[src/rtl/rgb_fade_sequencer.sv]
// rgb_fade_sequencer: walks the three LED channels around a hue wheel.
// Six ramp phases step one channel's duty linearly while the other two are
// held at full scale or off. A divide-by-TIME prescaler paces the ramp and a
// shared free-running PWM counter turns duty values into pin levels.
// Optional feature: define RGB_FADE_PAUSE_EN to add a `pause` input that
// freezes the wheel (PWM keeps running so the held colour stays visible).
module rgb_fade_sequencer #(
  parameter int TIME  = 300,
  parameter int WIDTH = 8
) (
  input  logic       clk,
  input  logic       reset,
  input  logic       enable,
`ifdef RGB_FADE_PAUSE_EN
  input  logic       pause,
`endif
  output logic       red,
  output logic       green,
  output logic       blue,
  output logic [2:0] phase,
  output logic       active,
  output logic       wrap
);

  localparam int PW = $clog2(TIME);
  localparam logic [PW-1:0]    PRESC_LAST = PW'(TIME - 1);
  localparam logic [WIDTH-1:0] M          = WIDTH'((1 << WIDTH) - 1);
  localparam logic [WIDTH-1:0] PC_LAST    = WIDTH'((1 << WIDTH) - 2);

  typedef enum logic {IDLE, RUN} state_t;

  state_t           state;
  logic [PW-1:0]    presc;
  logic [WIDTH-1:0] r;
  logic [WIDTH-1:0] pc;
  logic [2:0]       p;
  logic [WIDTH-1:0] duty_r, duty_g, duty_b;
  logic             hold;
  logic             strobe;

`ifdef RGB_FADE_PAUSE_EN
  assign hold = pause;
`else
  assign hold = 1'b0;
`endif

  assign strobe = (presc == PRESC_LAST);
  assign phase  = p;

  // Duty table: which channel ramps up/down and which are pinned, per phase.
  always_comb begin
    // NOTE: every output gets a default first so no path leaves a value
    // unassigned, which would otherwise infer a latch.
    duty_r = '0;
    duty_g = '0;
    duty_b = '0;
    case (p)
      3'd0: begin duty_r = M;     duty_g = r;              end
      3'd1: begin duty_r = M - r; duty_g = M;              end
      3'd2: begin duty_g = M;     duty_b = r;              end
      3'd3: begin duty_g = M - r; duty_b = M;              end
      3'd4: begin duty_r = r;     duty_b = M;              end
      3'd5: begin duty_r = M;     duty_b = M - r;          end
      default: ;
    endcase
  end

  // Sequencer FSM: prescaler, ramp/phase stepping, PWM counter and
  // registered pin/status outputs.
  always_ff @(posedge clk or negedge reset) begin
    if (!reset) begin
      // NOTE: non-blocking assignments throughout so every register samples
      // pre-edge values, independent of statement order.
      state  <= IDLE;
      presc  <= '0;
      r      <= '0;
      p      <= '0;
      pc     <= '0;
      red    <= 1'b0;
      green  <= 1'b0;
      blue   <= 1'b0;
      active <= 1'b0;
      wrap   <= 1'b0;
    end else begin
      case (state)
        IDLE: begin
          presc <= '0;
          r     <= '0;
          p     <= '0;
          pc    <= '0;
          red   <= 1'b0;
          green <= 1'b0;
          blue  <= 1'b0;
          wrap  <= 1'b0;
          if (enable) begin
            state  <= RUN;
            active <= 1'b1;
          end
        end
        RUN: begin
          if (!enable) begin
            // Dropping enable wins over any strobe in the same cycle.
            state  <= IDLE;
            active <= 1'b0;
            presc  <= '0;
            r      <= '0;
            p      <= '0;
            pc     <= '0;
            red    <= 1'b0;
            green  <= 1'b0;
            blue   <= 1'b0;
            wrap   <= 1'b0;
          end else begin
            red   <= (pc < duty_r);
            green <= (pc < duty_g);
            blue  <= (pc < duty_b);
            pc    <= (pc == PC_LAST) ? '0 : pc + WIDTH'(1);
            wrap  <= 1'b0;
            if (!hold) begin
              if (strobe) begin
                presc <= '0;
                if (r == M) begin
                  r <= '0;
                  if (p == 3'd5) begin
                    p    <= 3'd0;
                    wrap <= 1'b1;
                  end else begin
                    p <= p + 3'd1;
                  end
                end else begin
                  r <= r + WIDTH'(1);
                end
              end else begin
                presc <= presc + PW'(1);
              end
            end
          end
        end
        default: state <= IDLE;
      endcase
    end
  end

endmodule

[config.mk]
export PLATFORM = sky130hd
export DESIGN_NAME = rgb_fade_sequencer
export DESIGN_NICKNAME = d
export VERILOG_FILES = /design/src/rtl/rgb_fade_sequencer.sv
export SDC_FILE = /design/constraint.sdc
export NUM_CORES = 1
export LEC_CHECK = 0
export ABC_AREA = 1
export ABC_CLOCK_PERIOD_IN_PS = 2600
export CAP_MARGIN = 20
export CORE_MARGIN = 4
export CORE_UTILIZATION = 61
export DETAILED_ROUTE_END_ITERATION = 16
export PLACE_DENSITY_LB_ADDON = 0.05
export SYNTH_ARGS = -nofsm -noshare
export SYNTH_HDL_FRONTEND = slang
export SYNTH_SLANG_ARGS = --single-unit
[constraint.sdc]
create_clock -name clk -period 2.6 [get_ports clk]
set_input_delay 0.39 -clock clk [delete_from_list [all_inputs] [get_ports clk]]
set_output_delay 0.39 -clock clk [all_outputs]
set_load 0.02 [all_outputs]
==> impl_metrics.yaml, run 1 <==
synth:
  yosys_warnings: 0
  async_reset_ff_share_pct: 100
  synthCells: 321
  yosys-top-cells-count: "57 x nand2_1, 34 x dfrtp_1, 30 x inv_1, 30 x nor2_1, 27 x ha_1"
  yosysSeqAreaShare_pct: 34.0
  syn_area_sq_um: 2500
  yosysMostFrequentCell: "nand2_1"
  synth_ff_type: "dfrtp_1"
  yosys.area.top_type: "dfrtp_1"
  synth.distinct_cells: 35
  synth_area_leaders: "dfrtp_1 34%, ha_1 14%, nand2_1 8.6%, a21oi_1 5.2%, inv_1 4.5%"
  syn-num-nets: 351
  synth_area_per_cell_sq_um: 7.79
  ys_ff_latch: 34
  yosysTopAreaCellShare_pct: 34.0
  synth_edf_count: 0
pwr:
  p_clk_share_pct: 34.5
  switchingPower_w: 0.000350
  cellLeakagePower_nw: 1.28
  switching_share_pct: 30.4
  worst_ir_drop_vdd_mv: 0.327
  power_density_nw_per_um2: 422
  finalPower_w: 0.00115
  cell_internal_pwr_w: 0.000801
  power_frac_seq_pct: 48.4
  p_comb_share_pct: 17.1
sta:
  maxSlewViolCount: 0
  hold_violations: 0
  fin_crit_ps: 2100
  clock.fmax_mhz: 476
  period_share_pct: 80.8
  slew_headroom_pct: 61.6
  tightest_slew_ps: 573
  tns_ps: 0
  setup_ws_ps: 500
  grt_setup_unrepaired: "false"
  fin_skew_ps: 12.7
  setup_violations: 0
setup_path:
  r2r_cells: 8
  cp_data_arrival_time_ps: 2310
  cp_cell_sequence: "nor2_2 > nand2_1 > o21ai_0 > a21oi_1 > ha_1 > a211oi_1 > o21ai_0 > a21oi_2"
  cp-startpoint: "phase[1]"
  timing.critical_path.slowest_stage_cell: "dfrtp_1"
  r2r_end: "red"
  rrSetupSlack_ps: 500
  crit_fanout: 9
  cpPeakStageDelay_ps: 540
  crit_family: "compound AO/OA/AOI/OAI gates"
  critPathKind: "register to register"
  end_kind: "register"
  worst-path-buf-inv: 0
  r2r_start: "phase[1]"
  startpoint_type: "register"
  cp.required_ps: 2810
  cpMostUsedCell: "o21ai_0"
status:
  status: "finished, final reports clean"
die:
  io_pins: 11
  die-area_sq_um: 5190
  die_h_microns: 72.0
  coreArea_sq_um: 3970
  die_w_microns: 72.0
  rows: 23
  start_util_pct: 62.9
clock_network:
  cts_resized: 0
  htree_levels: 2
  clock-sinks: 34
  cts_buffers: 5
  ctsHoldBuffers: 0
  path_clk_slew_ps: 80
  clock_latency_ps: 290
  post_cts_buffers: 0
  cts_tree: "yes"
  cts-root-buf: "clkbuf_8"
  cts_max_path_buffers: 2
routing:
  drt_iter0_markers: 232
  routedWlPerCell_microns: 14.1
  drc: 0
  drt_first_pass_iters: 4
  via_count: 2220
  vias_per_cell: 5.75
  detail-route-antenna-nets: 0
  wirelength_microns: 5430
place:
  dp_hpwl_microns: 3950
  place_inst: 378
  dp_slack_ps: 549
  portBuffers: 10
  routabilityCongestion: 0.830
finish:
  fin_util_pct: 68.6
  num_antenna_cells: 0
  fillers: 334
  layout.nets: 365
  fin_cells: 386
  area_delta_synth_final_pct: 9.01
  drive_gt1_share_pct: 10.4
run:
  max-cap-violations: 0
global_routing:
  grt-ovfl-total: 0
  grt_max_degree: 35
  grt_usage_pct: 23.4
  grt_antenna_before_repair: 0
  grt_pass1_vias: 2056
  grt_pass1_wl_microns: 9540
min_path:
  worstHoldStart: "presc[0]"
  hold_path_depth: 1
  hold_path_end: "presc[0]"
  min-delay-path-class: "register to register"
worst register-to-register path, delay by kind of cell, from the launching register on:
family | cells | cell delay, ps
flops | 1 | 540
simple gates | 2 | 440
fa+ha+maj | 1 | 290
compound gates | 5 | 750
cell families (layout without fill, tap and decap cells):
logic type / Yosys count / count (layout) / synth area share (%)
compound gates: 73 / 73 / 17.2
xor+xnor: 5 / 5 / 1.75
fa+ha+maj: 27 / 27 / 13.5
buf+inv: 44 / 59 / 7.51
flops: 34 / 34 / 34.0
simple gates: 138 / 138 / 26.0
sequential cells by signal, summed over array words and instances (netlist names):
| name | cells |
|---|---|
| phase | 3 |
| green | 1 |
| active | 1 |
| r | 8 |
| presc | 9 |
| red | 1 |
| blue | 1 |
| state | 1 |
| pc | 8 |
| wrap | 1 |
cell type report:
type                            instances  area, sq um  share of cell area, %
Sequential cell                        34          851                   31.2
Clock inverter                          2         13.8                  0.505
Clock buffer                            6         72.6                   2.66
Tap cell                               50         62.6                   2.30
Multi-Input combinational cell        243         1460                   53.6
Inverter                               39          149                   5.46
Timing Repair Buffer                   12          115                   4.22
power groups by stage:
stage	Clock [W]	Sequential, W	Combinational (W)
final	0.000397	0.000557	0.000197
after global routing	0.000433	0.000559	0.000226
after CTS	0.000405	0.000556	0.000198
after detailed placement	0	0.000567	0.000196
after global placement	0	0.000566	0.000192
after floorplan	0	0.000571	0.000132
placed cells by master (no fill, tap or decap), types with 2 or more instances in the layout:
master,Yosys,layout
nand2_1,57,57
dfrtp_1,34,34
inv_1,30,30
nor2_1,30,30
ha_1,27,27
a21oi_1,26,26
nand3_1,22,22
o21ai_0,16,16
a211oi_1,10,10
clkdlybuf4s50_1,0,10
o21ai_1,9,9
inv_2,8,8
a31oi_1,7,7
nor3_1,7,7
nand4_1,6,6
clkbuf_8,0,5
nor2_2,3,3
nor3b_1,3,3
xnor2_1,3,3
nand3_2,2,2
xor2_1,2,2
nand2_2,2,2
a21oi_2,2,2
buf_4,1,2
worst max-delay path by stage:
stage / endpoint / cells past startpoint
after floorplan: green / 10
after global placement: red / 8
after detailed placement: blue / 8
after CTS: blue / 8
after global routing: blue / 8
final: red / 8
per-stage QoR:
step | area, sq um | hold WS (ps)
2_1_floorplan | 2500 | 94.4
3_3_place_gp | 2640 | 461
3_5_place_dp | 2640 | 455
4_1_cts | 2730 | 466
5_1_grt | 2730 | 485
6_report | 2730 | 467
routing by layer:
metal	routed length, microns	vias up	global-route usage (%)
met5	0	-	0
met4	82	0	6.47
met3	269	11	4.02
met2	2420	50	36.7
met1	2660	1024	33.5
li1	-	1135	-
Note: power is estimated with default switching activity, not from simulation.
==> run 2: changes to the inputs <==
--- a/config.mk
+++ b/config.mk
@@ -6,10 +6,10 @@
 export NUM_CORES = 1
 export LEC_CHECK = 0
 export ABC_AREA = 1
-export ABC_CLOCK_PERIOD_IN_PS = 2600
+export ABC_CLOCK_PERIOD_IN_PS = 1900
 export CAP_MARGIN = 20
 export CORE_MARGIN = 4
-export CORE_UTILIZATION = 61
+export CORE_UTILIZATION = 55
 export DETAILED_ROUTE_END_ITERATION = 16
 export PLACE_DENSITY_LB_ADDON = 0.05
 export SYNTH_ARGS = -nofsm -noshare
==> constraint.sdc (replaced) <==
create_clock -name clk -period 1.9 [get_ports clk]
set_input_delay 0.285 -clock clk [delete_from_list [all_inputs] [get_ports clk]]
set_output_delay 0.285 -clock clk [all_outputs]
set_load 0.02 [all_outputs]
==> run 2 against run 1 <==
Effect of this change:
- global-route usage fell by 0.82 points
- utilization shrank 0.95 points
- sequential power rose by 37%
- total power up 43%
- largest power group unchanged
- highest routed layer unchanged
==> impl_metrics.yaml, run 2 (synthesized netlist as in run 1, its figures left out) <==
finish:
  area_delta_synth_final_pct: 18.7
  num_antenna_cells: 0
  final_common_cell: "nand2_1"
  layout_common_cells: "50 x nand2_1, 31 x dfrtp_1, 28 x inv_1, 28 x nor2_1, 26 x ha_1"
  regMostFlops: "presc"
  layout.nets: 379
  largest_reg_flops: 9
  top_regs: "presc x9, pc x8, r x8"
  drive_gt1_share_pct: 21.1
  final_cell_area_sq_um: 2970
  fin_util_pct: 67.7
  fin_cells: 402
sta:
  period_share_pct: 97.1
  grt_setup_unrepaired: "true"
  maxSlewViolCount: 0
  tightest_slew_ps: 557
  setup_ws_ps: 55.5
  fin_skew_ps: 8.96
  setup_violations: 0
  fin_crit_ps: 1840
  slew_headroom_pct: 62.6
  clock.fmax_mhz: 542
  worst_hold_slack_ps: 417
  hold_violations: 0
clock_network:
  clock_latency_ps: 290
  clock-sinks: 34
  cts_tree: "yes"
  cts_max_path_buffers: 2
  cts_buffers: 5
  cts-root-buf: "clkbuf_8"
  path_clk_slew_ps: 70
  htree_levels: 2
pwr:
  cell_internal_pwr_w: 0.00116
  switchingPower_w: 0.000487
  p_clk_share_pct: 33.8
  cellLeakagePower_nw: 1.37
  worst_ir_drop_vdd_mv: 0.416
  power_frac_seq_pct: 46.3
  p_comb_share_pct: 19.9
  power_density_nw_per_um2: 556
  switching_share_pct: 29.5
routing:
  drt_first_pass_iters: 5
  routedWlPerCell_microns: 14.4
  detail-route-antenna-nets: 0
  drc: 0
  drt_iter0_markers: 195
  wirelength_microns: 5780
  via_count: 2193
  vias_per_cell: 5.46
die:
  rows: 24
  start_util_pct: 57.0
  die_h_microns: 75.4
  die-area_sq_um: 5690
  io_pins: 11
  coreArea_sq_um: 4380
  die_w_microns: 75.4
setup_path:
  rrSetupSlack_ps: 60
  cpPeakStageDelay_ps: 500
  worst-path-buf-inv: 0
  critPathKind: "register to register"
  end_kind: "register"
  cp_data_arrival_time_ps: 2060
  cp.required_ps: 2120
  startpoint_type: "register"
  r2r_cells: 8
  crit_family: "simple AND/OR/NAND/NOR gates"
  cp_cell_sequence: "nor2_4 > nand2_2 > nor2_1 > a211oi_2 > ha_1 > a211oi_2 > nand3_1 > a21oi_2"
  r2r_start: "phase[0]"
  cpMostUsedCell: "a211oi_2"
  crit_fanout: 7
  timing.critical_path.slowest_stage_cell: "dfrtp_2"
  r2r_end: "green"
status:
  status: "finished, final reports clean"
global_routing:
  grt_antenna_before_repair: 0
  grt_pass1_vias: 2077
  grt_max_degree: 35
  grt-ovfl-total: 0
  grt_usage_pct: 22.6
  grt_pass1_wl_microns: 9650
place:
  place_area_sq_um: 2740
  place_inst: 390
  routabilityCongestion: 0.821
  dp_hpwl_microns: 4270
  dp_slack_ps: -9.68
  portBuffers: 10
run:
  max-cap-violations: 0
min_path:
  min-delay-path-class: "input port to async pin"
run 2: cell count changes in the layout (fill, tap and decap cells not counted), sizes merged:
cell      before  now
clkinvlp       0    1
clkinv         2    1
buf            2   16
run 2: power groups by stage:
stage	clock [W]	sequential, W	combinational, W
after floorplan	0	0.000783	0.000185
after global placement	0	0.000776	0.000289
after detailed placement	0	0.000776	0.000294
after CTS	0.000585	0.000763	0.000297
after global routing	0.000618	0.000766	0.000370
final	0.000557	0.000764	0.000329
run 2: worst reg2reg max path: cells and delay by family (launching register included):
family	cells	cell delay [ps]
compound gates	3	390
simple gates	4	560
flops	1	500
fa+ha+maj	1	340
run 2: how the worst max path moves through the flow:
stage	start	endpoint	slack, ps	cells after the start
finish	phase[0]	green	60	8
global placement	phase[1]	red	30	8
detailed placement	phase[1]	red	-10	8
floorplan	phase[1]	red	2	9
global route	phase[1]	green	-60	10
CTS	phase[1]	green	10	8
run 2: area by class of cell:
type	count	area (sq um)
well taps	52	65.1
multi-input cells	243	1570
repair buffers	26	231
clock inverters	2	12.5
flip-flops and latches	34	855
fillers	379	1420
inverters	39	154
clock buffers	6	82.6
run 2: repair_timing:
action                     4_1_cts  5_1_grt
hold buffers                     0        0
setup buffers                    0        4
pin swaps                        0       11
setup endpoints to repair        1        4
gates resized for setup          1       34
run 2: layer usage:
metal | up-vias | GRT usage [%] | wire (microns)
li1 | 1158 | - | -
met1 | 970 | 33.7 | 2910
met2 | 61 | 32.1 | 2490
met3 | 4 | 5.01 | 323
met4 | 0 | 7.96 | 49
met5 | - | 0 | 0
run 2: through the flow:
step,power [W],TNS (ps)
after floorplan,0.000968,0
after global placement,0.00106,0
after detailed placement,0.00107,-9.68
after CTS,0.00164,0
after global routing,0.00175,-164
final,0.00165,0
==> run 3: changes to the inputs <==
--- a/config.mk
+++ b/config.mk
@@ -8,8 +8,8 @@
 export ABC_AREA = 1
 export ABC_CLOCK_PERIOD_IN_PS = 1900
 export CAP_MARGIN = 20
-export CORE_MARGIN = 4
-export CORE_UTILIZATION = 55
+export CORE_MARGIN = 8
+export CORE_UTILIZATION = 35
 export DETAILED_ROUTE_END_ITERATION = 16
 export PLACE_DENSITY_LB_ADDON = 0.05
 export SYNTH_ARGS = -nofsm -noshare
==> run 3 against run 2 <==
Effect of this change:
- sequential power is essentially flat
- via count decreased by 2.1%
- count of clock-buffer cells in the layout shrank 1
- cell count is 12% higher
- critical endpoint is now red
- highest routed layer unchanged
==> impl_metrics.yaml, run 3 (synthesized netlist as in run 1, its figures left out) <==
setup_path:
  startpoint_type: "register"
  critPathKind: "register to register"
  cp_data_arrival_time_ps: 2070
  end_kind: "register"
  cp.required_ps: 2140
  crit_fanout: 7
clock_network:
  clock-sinks: 34
  ctsHoldBuffers: 0
  htree_levels: 2
  clock_latency_ps: 300
  cts_tree: "yes"
  path_clk_slew_ps: 90
  post_cts_buffers: 0
  cts_max_path_buffers: 2
  cts-root-buf: "clkbuf_8"
  cts_buffers: 5
pwr:
  finalPower_w: 0.00192
  power_density_nw_per_um2: 625
  cellLeakagePower_nw: 1.40
  worst_ir_drop_vdd_mv: 0.361
sta:
  slew_headroom_pct: 64.7
  clock.fmax_mhz: 545
  hold_violations: 0
  grt_setup_unrepaired: "true"
  tns_ps: 0
  maxSlewViolCount: 0
  fin_skew_ps: 15.4
  period_share_pct: 96.6
  setup_ws_ps: 65.0
  tightest_slew_ps: 526
  fin_crit_ps: 1840
  setup_violations: 0
finish:
  num_antenna_cells: 0
  top_regs: "presc x9, pc x8, r x8"
  largest_reg_flops: 9
  regMostFlops: "presc"
  final_common_cell: "nand2_1"
  layout.nets: 380
  layout_common_cells: "50 x nand2_1, 31 x dfrtp_1, 28 x nor2_1"
  fin_util_pct: 43.4
  drive_gt1_share_pct: 21.9
  area_delta_synth_final_pct: 23.2
place:
  dp_hpwl_microns: 4700
  portBuffers: 10
  dp_slack_ps: -59.6
  routabilityCongestion: 0.807
die:
  start_util_pct: 35.2
  die_h_microns: 101
  die-area_sq_um: 10100
  rows: 31
  die_w_microns: 101
  io_pins: 11
  coreArea_sq_um: 7100
global_routing:
  grt_max_degree: 35
  grt_antenna_before_repair: 0
  grt_pass1_wl_microns: 10300
  grt_usage_pct: 13.1
  grt_pass1_vias: 2083
  grt-ovfl-total: 0
routing:
  drt_iter0_markers: 73
  wirelength_microns: 6160
  via_count: 2148
  routedWlPerCell_microns: 13.7
  drt_first_pass_iters: 4
  detail-route-antenna-nets: 0
  drc: 0
  vias_per_cell: 4.77
status:
  status: "finished, final reports clean"
run:
  max-cap-violations: 0
min_path:
  min-delay-path-class: "input port to async pin"
-- run 3: what timing repair did --
action | in CTS | in global routing
hold endpoints to repair | 0 | 0
setup endpoints to repair | 2 | 3
gates resized for setup | 4 | 30
pin swaps | 0 | 15
cloned | 0 | 0
-- run 3: cell type report --
class	instances	area, sq um
fill	722	4020
multi-input combinational	243	1590
sequential	34	855
timing repair buffer	27	226
inverter	39	151
tap	99	124
clock buffer	5	68.8
clock inverter	3	68.8
-- run 3: stage by stage --
step                      hold WS, ps  cell area, sq um  instances
after floorplan                 -10.6              2530        321
after global placement            362              2830        442
after detailed placement          359              2830        442
after CTS                        30.4              2990        450
after global routing             62.8              3080        450
final                            11.7              3080        450
-- run 3: final timing paths --
check	cells after the start	slack (ps)	end	startpoint
max	8	60	red	phase[0]
min	2	10	r[2]	reset
max reg2reg	8	60	red	phase[0]
min reg2reg	1	470	active	state
max in group asynchronous	2	1540	phase[1]	reset
min in group clk	1	470	active	state
-- run 3: critical path, cell delays in order, from the launching register on --
cell and delay (ps):
dfrtp_2 500, nor2_4 250, nand2_4 100, o21ai_1 130
a21oi_1 50, ha_1 320, a211oi_2 220, o21ai_1 100
a21oi_2 110
-- run 3: report_power, final --
| group | internal [W] | switching [W] |
|---|---|---|
| registers | 0.000741 | 0.0000230 |
| logic | 0.000130 | 0.000196 |
| clock network | 0.000526 | 0.000308 |
| total | 0.00140 | 0.000527 |
-- run 3: metal layers --
metal	GRT usage (%)	vias up	part of all wire, %
met1	18.1	969	53
met3	2.69	5	3.4
li1	-	1155	-
met5	0	-	0
met4	3.49	0	0.96
met2	20.3	19	43
